$ cat config.mk
export PLATFORM = sky130hd
export DESIGN_NAME = ultrasound_array_ranger
export DESIGN_NICKNAME = d
export VERILOG_FILES = /design/src/rtl/car_sensor_pkg.sv /design/src/rtl/ultrasound_echo_sync.sv /design/src/rtl/ultrasound_array_ranger.sv
export SDC_FILE = /design/constraint.sdc
export NUM_CORES = 1
export LEC_CHECK = 0
export CORE_MARGIN = 5
export CORE_UTILIZATION = 60
export DETAILED_ROUTE_END_ITERATION = 8
export PLACE_DENSITY = 0.81
export SETUP_SLACK_MARGIN = 0.3
export SLEW_MARGIN = 20
export SYNTH_ARGS = -nofsm -noshare
export SYNTH_HDL_FRONTEND = slang
export SYNTH_SLANG_ARGS = --single-unit
$ cat constraint.sdc
create_clock -name CLOCK_50 -period 9.8 [get_ports CLOCK_50]
set_input_delay 1.96 -clock CLOCK_50 [delete_from_list [all_inputs] [get_ports CLOCK_50]]
set_output_delay 1.96 -clock CLOCK_50 [all_outputs]
set_load 0.02 [all_outputs]
$ cat src/rtl/car_sensor_pkg.sv
// Shared types and helpers for the car sensor-bus ranging blocks.
package car_sensor_pkg;

  typedef enum logic [2:0] {IDLE, TRIG, WAIT_RISE, MEASURE, GAP} state_e;

  // Widths and timeout results saturate to all ones; users truncate to their width.
  localparam logic [31:0] WIDTH_SAT = 32'hFFFF_FFFF;
  localparam int          MAX_CH    = 16;

  // First set mask bit strictly after `last`, wrapping at n_ch; returns `last` if the mask is empty.
  function automatic logic [3:0] next_chan(input logic [MAX_CH-1:0] mask,
                                           input logic [3:0]        last,
                                           input int                n_ch);
    logic [3:0] pick;
    logic       found;
    int         idx;
    pick  = last;
    found = 1'b0;
    for (int i = 1; i <= MAX_CH; i++) begin
      idx = (int'(last) + i) % n_ch;
      if (!found && i <= n_ch && mask[idx[3:0]]) begin
        pick  = idx[3:0];
        found = 1'b1;
      end
    end
    return pick;
  endfunction

endpackage

$ cat src/rtl/ultrasound_echo_sync.sv
// Two-flop synchroniser for the raw echo lines plus registered rise/fall pulses.
module ultrasound_echo_sync #(
  parameter int N_CH = 6
) (
  input  logic            clk_i,
  input  logic            rst_ni,
  input  logic [N_CH-1:0] echo_i,
  output logic [N_CH-1:0] rise_o,
  output logic [N_CH-1:0] fall_o
);

  logic [N_CH-1:0] s1_q, s2_q, s3_q, rise_q, fall_q;

  always_ff @(posedge clk_i) begin
    if (!rst_ni) begin
      s1_q   <= '0;
      s2_q   <= '0;
      s3_q   <= '0;
      rise_q <= '0;
      fall_q <= '0;
    end else begin
      s1_q   <= echo_i;
      s2_q   <= s1_q;
      s3_q   <= s2_q;
      rise_q <= s2_q & ~s3_q;
      fall_q <= ~s2_q & s3_q;
    end
  end

  assign rise_o = rise_q;
  assign fall_o = fall_q;

endmodule

$ cat src/rtl/ultrasound_array_ranger.sv
// N-channel ultrasonic ranger: masked round-robin firing, echo width in us,
// timeout detection, result strobe and a per-channel latest-result register file.
module ultrasound_array_ranger
  import car_sensor_pkg::*;
#(
  parameter int N_CH       = 6,
  parameter int CNT_W      = 16,
  parameter int CLK_PER_US = 50,
  parameter int TRIG_US    = 10,
  parameter int TIMEOUT_US = 30000,
  parameter int GAP_US     = 10000,
  localparam int CH_W      = (N_CH > 1) ? $clog2(N_CH) : 1
) (
  input  logic             CLOCK_50,
  input  logic             reset_n,
  input  logic             enable,
  input  logic [N_CH-1:0]  chan_mask,
  input  logic [N_CH-1:0]  feedback_in,
  output logic [N_CH-1:0]  trigger_out,
  output logic             res_valid,
  output logic [CH_W-1:0]  res_chan,
  output logic [CNT_W-1:0] res_width,
  output logic             res_timeout,
  input  logic [CH_W-1:0]  rd_addr,
  output logic [CNT_W:0]   rd_data
);

  localparam int PRE_W = (CLK_PER_US > 1) ? $clog2(CLK_PER_US) : 1;
  localparam logic [PRE_W-1:0] PRE_MAX   = PRE_W'(CLK_PER_US - 1);
  localparam logic [CNT_W-1:0] SAT       = CNT_W'(WIDTH_SAT);
  localparam logic [CNT_W-1:0] TRIG_LAST = CNT_W'(TRIG_US - 1);
  localparam logic [CNT_W-1:0] TO_LAST   = CNT_W'(TIMEOUT_US - 1);
  localparam logic [CNT_W-1:0] GAP_LAST  = CNT_W'(GAP_US - 1);
  localparam logic [CH_W-1:0]  LAST_CH   = CH_W'(N_CH - 1);

  state_e                     state_q;
  logic [PRE_W-1:0]           pre_q;
  logic [CNT_W-1:0]           cnt_q, cnt_inc;
  logic [CH_W-1:0]            cur_q, res_chan_q;
  logic [N_CH-1:0]            trig_q, cur_oh, rise_s, fall_s;
  logic                       res_valid_q, res_to_q, tick;
  logic [CNT_W-1:0]           res_width_q;
  logic [N_CH-1:0][CNT_W:0]   regs_q;
  logic [CNT_W:0]             rd_q;

  ultrasound_echo_sync #(.N_CH(N_CH)) u_sync (
    .clk_i  (CLOCK_50),
    .rst_ni (reset_n),
    .echo_i (feedback_in),
    .rise_o (rise_s),
    .fall_o (fall_s)
  );

  assign tick    = (pre_q == PRE_MAX);
  assign cnt_inc = (cnt_q == SAT) ? cnt_q : cnt_q + 1'b1;
  assign cur_oh  = N_CH'(1) << cur_q;

  // Every state change also restarts the prescaler and the us counter.
  always_ff @(posedge CLOCK_50) begin
    if (!reset_n) begin
      state_q     <= IDLE;
      pre_q       <= '0;
      cnt_q       <= '0;
      cur_q       <= LAST_CH;
      trig_q      <= '0;
      res_valid_q <= 1'b0;
      res_chan_q  <= '0;
      res_width_q <= '0;
      res_to_q    <= 1'b0;
    end else begin
      res_valid_q <= 1'b0;
      trig_q      <= (state_q == TRIG) ? cur_oh : '0;
      pre_q       <= tick ? '0 : pre_q + 1'b1;
      if (tick) cnt_q <= cnt_inc;
      unique case (state_q)
        IDLE: if (enable && chan_mask != '0) begin
          cur_q   <= CH_W'(next_chan(MAX_CH'(chan_mask), 4'(cur_q), N_CH));
          state_q <= TRIG;
          pre_q   <= '0;
          cnt_q   <= '0;
        end
        TRIG: if (tick && cnt_q == TRIG_LAST) begin
          state_q <= WAIT_RISE;
          pre_q   <= '0;
          cnt_q   <= '0;
        end
        WAIT_RISE: if (rise_s[cur_q]) begin
          state_q <= MEASURE;
          pre_q   <= '0;
          cnt_q   <= '0;
        end else if (tick && cnt_q == TO_LAST) begin
          res_valid_q <= 1'b1;
          res_chan_q  <= cur_q;
          res_width_q <= SAT;
          res_to_q    <= 1'b1;
          state_q     <= GAP;
          pre_q       <= '0;
          cnt_q       <= '0;
        end
        MEASURE: if (fall_s[cur_q]) begin
          // A tick landing on the falling-edge cycle still belongs to the echo.
          res_valid_q <= 1'b1;
          res_chan_q  <= cur_q;
          res_width_q <= tick ? cnt_inc : cnt_q;
          res_to_q    <= 1'b0;
          state_q     <= GAP;
          pre_q       <= '0;
          cnt_q       <= '0;
        end else if (tick && cnt_q == TO_LAST) begin
          res_valid_q <= 1'b1;
          res_chan_q  <= cur_q;
          res_width_q <= SAT;
          res_to_q    <= 1'b1;
          state_q     <= GAP;
          pre_q       <= '0;
          cnt_q       <= '0;
        end
        GAP: if (tick && cnt_q == GAP_LAST) begin
          state_q <= IDLE;
          pre_q   <= '0;
          cnt_q   <= '0;
        end
        default: state_q <= IDLE;
      endcase
    end
  end

  // Read port samples before the write lands, so a same-cycle read returns the old value.
  always_ff @(posedge CLOCK_50) begin
    if (!reset_n) begin
      regs_q <= '0;
      rd_q   <= '0;
    end else begin
      if (res_valid_q) regs_q[res_chan_q] <= {res_to_q, res_width_q};
      rd_q <= (int'(rd_addr) < N_CH) ? regs_q[rd_addr] : '0;
    end
  end

  assign trigger_out = trig_q;
  assign res_valid   = res_valid_q;
  assign res_chan    = res_chan_q;
  assign res_width   = res_width_q;
  assign res_timeout = res_to_q;
  assign rd_data     = rd_q;

endmodule

---- Yosys cells after proc, flatten, opt, wreduce, memory -nomap -nowiden ----
Cells that the tools add are included.
word-level totals
  bits in registers ....................... 204
  logic and storage cells ................. 175
operators by class
  add/subtract/negate cells ............... 8
  divide/modulo/power cells ............... 6
  order comparisons ....................... 11
  equality and inequality tests ........... 13
  shifts and indexed selects .............. 1
  mux-type cells .......................... 87
  bitwise operators ....................... 4
  reductions and logical operators ........ 24
operators with widths
  cell                                                                           number
  32-bit by 4-bit modulo with 32-bit output (second input constant)              6
  16-bit two-way mux                                                             11
  102-bit bitwise mux                                                            1
  16-bit case mux with 5 select lines                                            1
  17-bit binary-select mux with 3-bit select                                     1
  17-bit demux with 3-bit select                                                 1
  3-bit two-way mux                                                              15
  6-bit two-way mux                                                              7
  1-bit two-way mux                                                              34
  17-bit two-way mux                                                             2
  16-bit case mux with 2 select lines                                            1
  4-bit by 5-bit less-than comparator with 1-bit output (second input constant)  6
  6-bit case mux with 5 select lines                                             1
  1-bit binary-select mux with 4-bit select                                      6
  16-bit by 1-bit adder with 16-bit output (second input constant)               1
  16-bit by 14-bit == test with 1-bit output (second input constant)             1
  16-bit by 15-bit == test with 1-bit output (second input constant)             1
  16-bit == test (second input constant)                                         1
  16-bit by 4-bit == test with 1-bit output (second input constant)              1
  3-bit case mux with 5 select lines                                             1
  3-bit by 3-bit adder with 4-bit output (second input constant)                 3
  6-bit AND                                                                      2
  3-bit by 4-bit less-than comparator with 1-bit output (second input constant)  3
  6-bit NOT                                                                      2
  22 further kinds                                                               45

---- Logic depth before layout (Yosys ltp) ----
  word-level depth ........................ 36
  depth in mapped cells ................... 18
  mapped depth without buffers ............ 15

---- Hierarchy ----
Synthesis repeated with hierarchy kept, for this count alone.
second synthesis, totals
  cells, all modules ...................... 1108
  area total of the unflattened synthesis .. 9715.6 um^2
by module, submodules not included
  module                   instances  cells an instance  area an instance (um^2)  seq. area each (um^2)
  ultrasound_array_ranger  1          1045               8869.8                   3483.3
  ultrasound_echo_sync     1          63                 845.8                    600.6

---- Worst setup path after synthesis ----
Ideal clock, no wire load.
  path kind ............................... register to register
  from .................................... register cur_q[1]
  to ...................................... register cur_q[1]
  arrival ................................. 3.902 ns
  required time ........................... 9.645 ns
  setup slack ............................. 5.743 ns
  stages on the path, launching flop included .. 16
  buffers on the path ..................... 1
  clock period less this slack ............ 4.057 ns
  cell sequence ........................... dfxtp_1 clkbuf_1 inv_1 ha_1 a21oi_1 inv_1 ha_1 nand2b_1 nor3_1 or3_4 a211oi_1 o31ai_2 or3b_4 o41ai_2 and2_1 a211oi_1
between the ends
  word-level cells in the longest chain between the ends .. 36
ends and longest elaborated chain
  what                                       line                           source
  start: declaration                         ultrasound_array_ranger.sv:39  logic [CH_W-1:0] cur_q, res_chan_q;
  start signal: assignment                   ultrasound_array_ranger.sv:77  cur_q <= CH_W'(next_chan(MAX_CH'(chan_mask), 4'(cur_q), N_CH));
  3-bit by 1-bit adder with 4-bit output     car_sensor_pkg.sv:20           idx = (int'(last) + i) % n_ch;
  32-bit by 4-bit modulo with 32-bit output  car_sensor_pkg.sv:20
  1-bit binary-select mux with 4-bit select  car_sensor_pkg.sv:21           if (!found && i <= n_ch && mask[idx[3:0]]) begin
  1-bit two-way mux (implied by the code)    car_sensor_pkg.sv:21
  1-bit two-way mux                          car_sensor_pkg.sv:21
  1-bit two-way mux                          ultrasound_array_ranger.sv:76  IDLE: if (enable && chan_mask != '0) begin
  1-bit two-way mux                          ultrasound_array_ranger.sv:75  unique case (state_q)
  1-bit two-way mux                          ultrasound_array_ranger.sv:60  if (!reset_n) begin
  [20 not listed]                            -
  1-bit two-way mux                          car_sensor_pkg.sv:21
  1-bit two-way mux                          ultrasound_array_ranger.sv:76
  1-bit two-way mux                          ultrasound_array_ranger.sv:75
  1-bit two-way mux                          ultrasound_array_ranger.sv:60
  1-bit logical NOT                          car_sensor_pkg.sv:21
  1-bit logical AND                          car_sensor_pkg.sv:21
  6-bit nonzero test (no line)               -
  3-bit AND reduction (no line)              -
Parallel ways exist; a longest one is shown, timed or not. The select of a mux whose other input is x is not followed.
A chain may end at the register's enable or synchronous reset.

---- Final worst setup path ----
Ends and elaborated chain as after synthesis.

==> metrics.md <==
| Metric | Value |
|---|---|
| Result of the run | `complete, no violations` |
| CTS clk-pin slew, worst paths | `~60 ps` |
| Post-layout net count | `roughly 1200` |
| Synthesis-to-finish area growth | `15.18%` |
| Die Ht | `about 140 um` |
| Accumulated negative setup slack | `0 ps` |
| Required @ worst endpoint | `just over 10000 ps` |
| Starting Density | `0.6068` |
| Setup clock skew after layout | `17.50 ps` |
| Number of cells produced by synthesis | `1091` |
| Number of ports placed on the die boundary | `62` |
| Drc violations | `0` |
| Worst slew margin relative to its limit | `0.2747` |
| Number of max-slew violations in the final report | `0` |
| Worst Setup Slack post-DPL | `roughly 5200 ps` |
| Sequential share of the synthesized area | `0.4268` |
| Slew @ Worst Pin | `approximately 1100 ps` |
| Maximum clock path buffer count | `3` |
| Mean number of vias per cell | `between 5 and 6` |
| Diode insertion count for antenna repair | `0` |
| Max-capacitance violation count | `0` |
| Clk_lat worst skew | `slightly above 500 ps` |
| Power per cell area | `roughly 220 mW/mm^2` |
| Proportion of layout cells with a drive suffix above 1 | `0.08134` |
| Achievable Freq | `between 0.2 and 0.25 GHz` |
| Setup-violating endpoint count in the final report | `0` |
| Global-route wire length before repair | `about 39 mm` |
| Number of resized instances in the post-cts repair step | `0` |
| Area of combinational cells with multiple inputs | `0.005091 sq mm` |
| Post-synthesis net count | `roughly 1100` |
| Static leakage power | `approximately 4 nW` |
| Post-layout utilization of the core | `0.6989` |
| Critical path peak fanout | `15` |
| Post-CTS setup buffer count | `0` |
| H-tree level count | `1` |
| Met2 usage | `0.4370` |
| Summed area of non-filler cells in the final layout | `~0.011 sq mm` |
| Number of fillers in the final layout | `approximately 1200` |
| Total global routing overflow | `0` |
| Most common library cell in the layout ignoring fill and taps | `sky130_fd_sc_hd__nand2_1` |
| Met1 demand-to-capacity share in global routing | `0.3261` |
| Ys flop type | `sky130_fd_sc_hd__dfxtp_1` |
| Mean routed wirelength per cell | `about 17 um` |
| Flops & latches, synth | `between 200 and 250` |
| Vias | `7785` |
| Count of hold-fix buffers inserted at cts | `0` |
| Antenna violations before repair | `0` |
| Reg area | `roughly 0.0041 sq mm` |
| Post-place instance area | `about 0.010 sq mm` |
| Kind of end point of the critical path | `flip-flop` |
| Class of the tightest hold or removal check | `reg2reg` |
| Unrepaired setup endpoints after global routing | `no` |
| Clock Root Buffer | `sky130_fd_sc_hd__clkbuf_16` |
| Critical setup path kind | `reg2reg` |
| Number of DRC markers in iteration 0 | `579` |
| Met3 track demand over resource | `0.04034` |
| Antenna Violating Nets Remaining | `0` |
| Worst vdd rail ir drop | `roughly 0.00013 V` |
| Aggregate global-route resource usage | `0.2530` |
| Die width | `between 100 and 150 um` |
| Clock buffer count from CTS | `22` |
| Number of placement rows | `46` |
| Number of buffer cells added on primary ports | `61` |
| Count of warnings emitted by yosys | `0` |
| Count of endpoints failing hold in the final timing report | `0` |
| Fin crit period | `roughly 4600 ps` |
| Clk sink count | `204` |
| CTS tree | `done` |
| Crit path arrival time | `around 5000 ps` |
| Synthesized area divided by synthesized cell count | `8.771 sq um` |
| Routability Congestion | `0.9209` |
| Peak-usage layer in the global routing report | `met2` |
| Total Die Area | `about 0.019 sq mm` |
| DP Wirelength | `roughly 15 mm` |
| Period utilisation layout | `0.4706` |
| Largest net degree at the start of global routing | `roughly 140` |
| Hold slack final | `405.6 ps` |
| Syn Std Cell Area | `0.009569 sq mm` |
| Placeable core region | `~0.016 sq mm` |
| Final Routed Wirelength | `~23 mm` |
| Number of enable-type register cells in the synthesized netlist | `0` |
| Startpoint kind of the worst setup timing path | `flip-flop` |
| Vias in the first global route | `roughly 7800` |
| Unique masters post-synth | `72` |
| Least setup slack across all paths after layout | `between 5000 and 6000 ps` |
| Share of flip-flops with an asynchronous set or reset | `0` |
| Commonest cells after routing, fill and taps aside | `sky130_fd_sc_hd__nand2_1 (244), sky130_fd_sc_hd__dfxtp_1 (204), sky130_fd_sc_hd__a21boi_0 (103)` |
| DRT Pass-1 Iters | `5` |
==> where the power goes <==
group | switching, mW | internal (mW) | total [mW]
combinational | 0.412 | 0.300 | 0.712
sequential | 0.0218 | 0.844 | 0.866
clock | 0.336 | 0.541 | 0.878
==> sequential cells by signal, summed over array words and instances (netlist names) <==
signal         count
regs_q           102
pre_q              6
res_timeout        1
state_q            3
u_sync.s2_q        6
cur_q              3
u_sync.rise_o      6
u_sync.s1_q        6
res_valid          1
trigger_out        6
u_sync.s3_q        6
u_sync.fall_o      6
cnt_q             16
rd_data           17
res_chan           3
res_width         16
==> worst max-delay path, stage by stage (launching register included) <==
cell	delay [ps]
sky130_fd_sc_hd__dfxtp_1	690
sky130_fd_sc_hd__inv_1	360
sky130_fd_sc_hd__ha_1	370
sky130_fd_sc_hd__a21oi_1	380
sky130_fd_sc_hd__inv_1	170
sky130_fd_sc_hd__ha_1	340
sky130_fd_sc_hd__nand2b_1	160
sky130_fd_sc_hd__nor3_1	330
sky130_fd_sc_hd__or3_4	220
sky130_fd_sc_hd__a211oi_1	90
sky130_fd_sc_hd__o31ai_2	310
sky130_fd_sc_hd__or3b_4	450
sky130_fd_sc_hd__o41ai_2	350
sky130_fd_sc_hd__and2_1	170
sky130_fd_sc_hd__a211oi_1	50
==> synthesized netlist by cell type, drive strengths merged (3+ instances only) <==
library cell	count	area share
a211oi	5	0.0044
a21boi	103	0.081
a21oi	27	0.014
a221oi	4	0.0043
a31oi	4	0.0026
and2	43	0.028
and3	18	0.012
and3b	6	0.0055
buf	9	0.0051
clkbuf	59	0.023
dfxtp	204	0.43
ha	25	0.033
inv	36	0.014
mux2	5	0.0059
mux2i	30	0.031
mux4	19	0.045
nand2	244	0.096
nand2b	7	0.0046
nand3	19	0.0099
nand3b	3	0.0024
nand4	6	0.0039
nor2	54	0.021
nor2b	16	0.010
nor3	10	0.0052
nor3b	4	0.0031
nor4	8	0.0052
o211a	3	0.0031
o211ai	4	0.0031
o21ai	23	0.012
o22ai	20	0.013
o311a	4	0.0042
o31a	3	0.0027
o31ai	10	0.0089
or2	5	0.0033
or4	4	0.0031
xnor2	11	0.012
xor2	9	0.0090
==> per-stage QoR <==
stage,cells,power [mW]
after CTS,1347,2.448
after floorplan,1091,1.448
final,1347,2.456
after detailed placement,1308,1.577
after global placement,1308,1.567
after global routing,1347,2.577
==> cell type report <==
cell class / count / share of cell area
inverters: 36 / 0.01226
repair buffers: 69 / 0.06017
clock inverters: 12 / 0.01623
multi-input cells: 783 / 0.4619
flip-flops and latches: 204 / 0.3705
clock buffers: 27 / 0.05438
well taps: 216 / 0.02452
==> path summary, 6_finish.rpt <==
check / slack [ps] / cells past startpoint / endpoint / startpoint
max reg2reg: 5190 / 14 / cur_q[1] / cur_q[1]
min reg2reg: 410 / 1 / u_sync.rise_o[1] / u_sync.s3_q[1]
min: 410 / 1 / u_sync.rise_o[1] / u_sync.s3_q[1]
max: 5190 / 14 / cur_q[1] / cur_q[1]
==> cell families (layout without fill, tap and decap cells) <==
kind of cell / count (synthesis) / in the layout / share of synthesized area
AND/OR/NAND/NOR: 455 / 455 / 0.2224
AO/OA/AOI/OAI: 229 / 229 / 0.1727
flip-flops: 204 / 204 / 0.4268
buffers and inverters: 104 / 144 / 0.04236
multiplexers: 54 / 54 / 0.08198
adder cells (fa/ha/maj): 25 / 25 / 0.03269
XOR/XNOR: 20 / 20 / 0.02105
==> metal layers <==
layer	part of all wire	vias up
met4	0.024	0
li1	-	3804
met3	0.056	52
met5	0	-
met1	0.43	3697
met2	0.49	232
Note: power is estimated with default switching activity, not from simulation.
==> RTL change: new RTL, same settings <==
`N_CH` is set to 6 in 2 places; all go to 7.
--- a/src/rtl/ultrasound_echo_sync.sv
+++ b/src/rtl/ultrasound_echo_sync.sv
@@ -1,6 +1,6 @@
 // Two-flop synchroniser for the raw echo lines plus registered rise/fall pulses.
 module ultrasound_echo_sync #(
-  parameter int N_CH = 6
+  parameter int N_CH = 7
 ) (
   input  logic            clk_i,
   input  logic            rst_ni,
--- a/src/rtl/ultrasound_array_ranger.sv
+++ b/src/rtl/ultrasound_array_ranger.sv
@@ -3,7 +3,7 @@
 module ultrasound_array_ranger
   import car_sensor_pkg::*;
 #(
-  parameter int N_CH       = 6,
+  parameter int N_CH       = 7,
   parameter int CNT_W      = 16,
   parameter int CLK_PER_US = 50,
   parameter int TRIG_US    = 10,
Interface: changed (resized chan_mask, feedback_in and trigger_out); port bits go from 62 to 65. The function was not compared with the original's and may differ.
==> RTL change against the unedited design <==
Worst setup slack lost 810 ps; area after synthesis grew 24%; sequential cell count is 23 higher; worst hold slack lost 4.9 ps; first-iteration DRC count increased by 69%; count of clock-buffer cells in the layout is 7 higher; global-route usage rose by 1.2 points; fmax decreased by 15%; core utilization fell by 1.8 points; wire length increased by 29%; design area rose by 20%; critical path type unchanged.
Power is not compared: it rests on default switching activity, and its combinational part moved more than twofold at a synthesized area within 25%.
==> RTL change: results (changes against the unedited design) <==
final_layout:
  fin_util: 0.681  # -0.0175
  clockNetworkAreaShare: 0.0557  # -0.0149
  seq_cells: 227  # +11%
  inverters: 29  # -19%
  drive_gt1_frac: 0.0759  # -0.00549
global_route:
  gr-usage-met2: 0.425  # -0.0116
  grt_use_total: 0.265  # +0.0116
  met3_usage: 0.0364  # -0.00392
  grtUsageMet1: 0.385  # +0.0584
sta:
  finClkSkew_ps: 7.85  # -9.65 ps
  max_slew_margin: 0.271  # -0.00368
logic_synthesis:
  synthTopCellsByCount: "nand2_1 (315), dfxtp_1 (227), a21boi_0 (120)"
  synth-seq-area-share: 0.383  # -0.0437
  synth.area.top_cells: "dfxtp_1 (38%), nand2_1 (10%), a21boi_0 (7.6%), mux2i_1 (5.5%), mux4_2 (4.0%)"
  synth-compound-area-share: 0.192  # +0.0197
  ys_types: 84  # +17%
  synthMuxAreaShare: 0.103  # +0.0213
  syn_inst: 1425  # +31%
drt:
  firstDrtPassIters: 6  # +1
  routed_via_density: 6.01  # +4.0%
placed_design:
  port_buffers: 64  # +4.9%
  place_ws_ps: 4560  # -642 ps
setup_path:
  slowest_delay_ps: 600  # -90 ps
  cp_top_family: "compound AO/OA/AOI/OAI gates"
outcome:
  status: "completed"
die:
  dieArea_um2: 22700  # +22%
## RTL change: power groups by stage
| stage | Clock (mW) | Sequential (mW) | Combinational, mW |
|---|---|---|---|
| final | 0.845 | 0.943 | 1.56 |
| after CTS | 0.858 | 0.943 | 1.53 |
| after global routing | 0.901 | 0.944 | 1.70 |
| after floorplan | 0 | 0.966 | 1.24 |
| after detailed placement | 0 | 0.963 | 1.52 |
| after global placement | 0 | 0.963 | 1.51 |
## RTL change: worst paths after layout
check | slack (ps) | endpoint | from | cells past startpoint
worst max-delay path | 4380 | cur_q[1]$_SDFFE_PN1P_ | cur_q[0]$_SDFFE_PN0P_ | 16
worst min register to register | 400 | u_sync.rise_o[2]$_SDFF_PN0_ | u_sync.s3_q[2]$_SDFF_PN0_ | 1
worst max register to register | 4380 | cur_q[1]$_SDFFE_PN1P_ | cur_q[0]$_SDFFE_PN0P_ | 16
worst min-delay path | 400 | u_sync.rise_o[2]$_SDFF_PN0_ | u_sync.s3_q[2]$_SDFF_PN0_ | 1
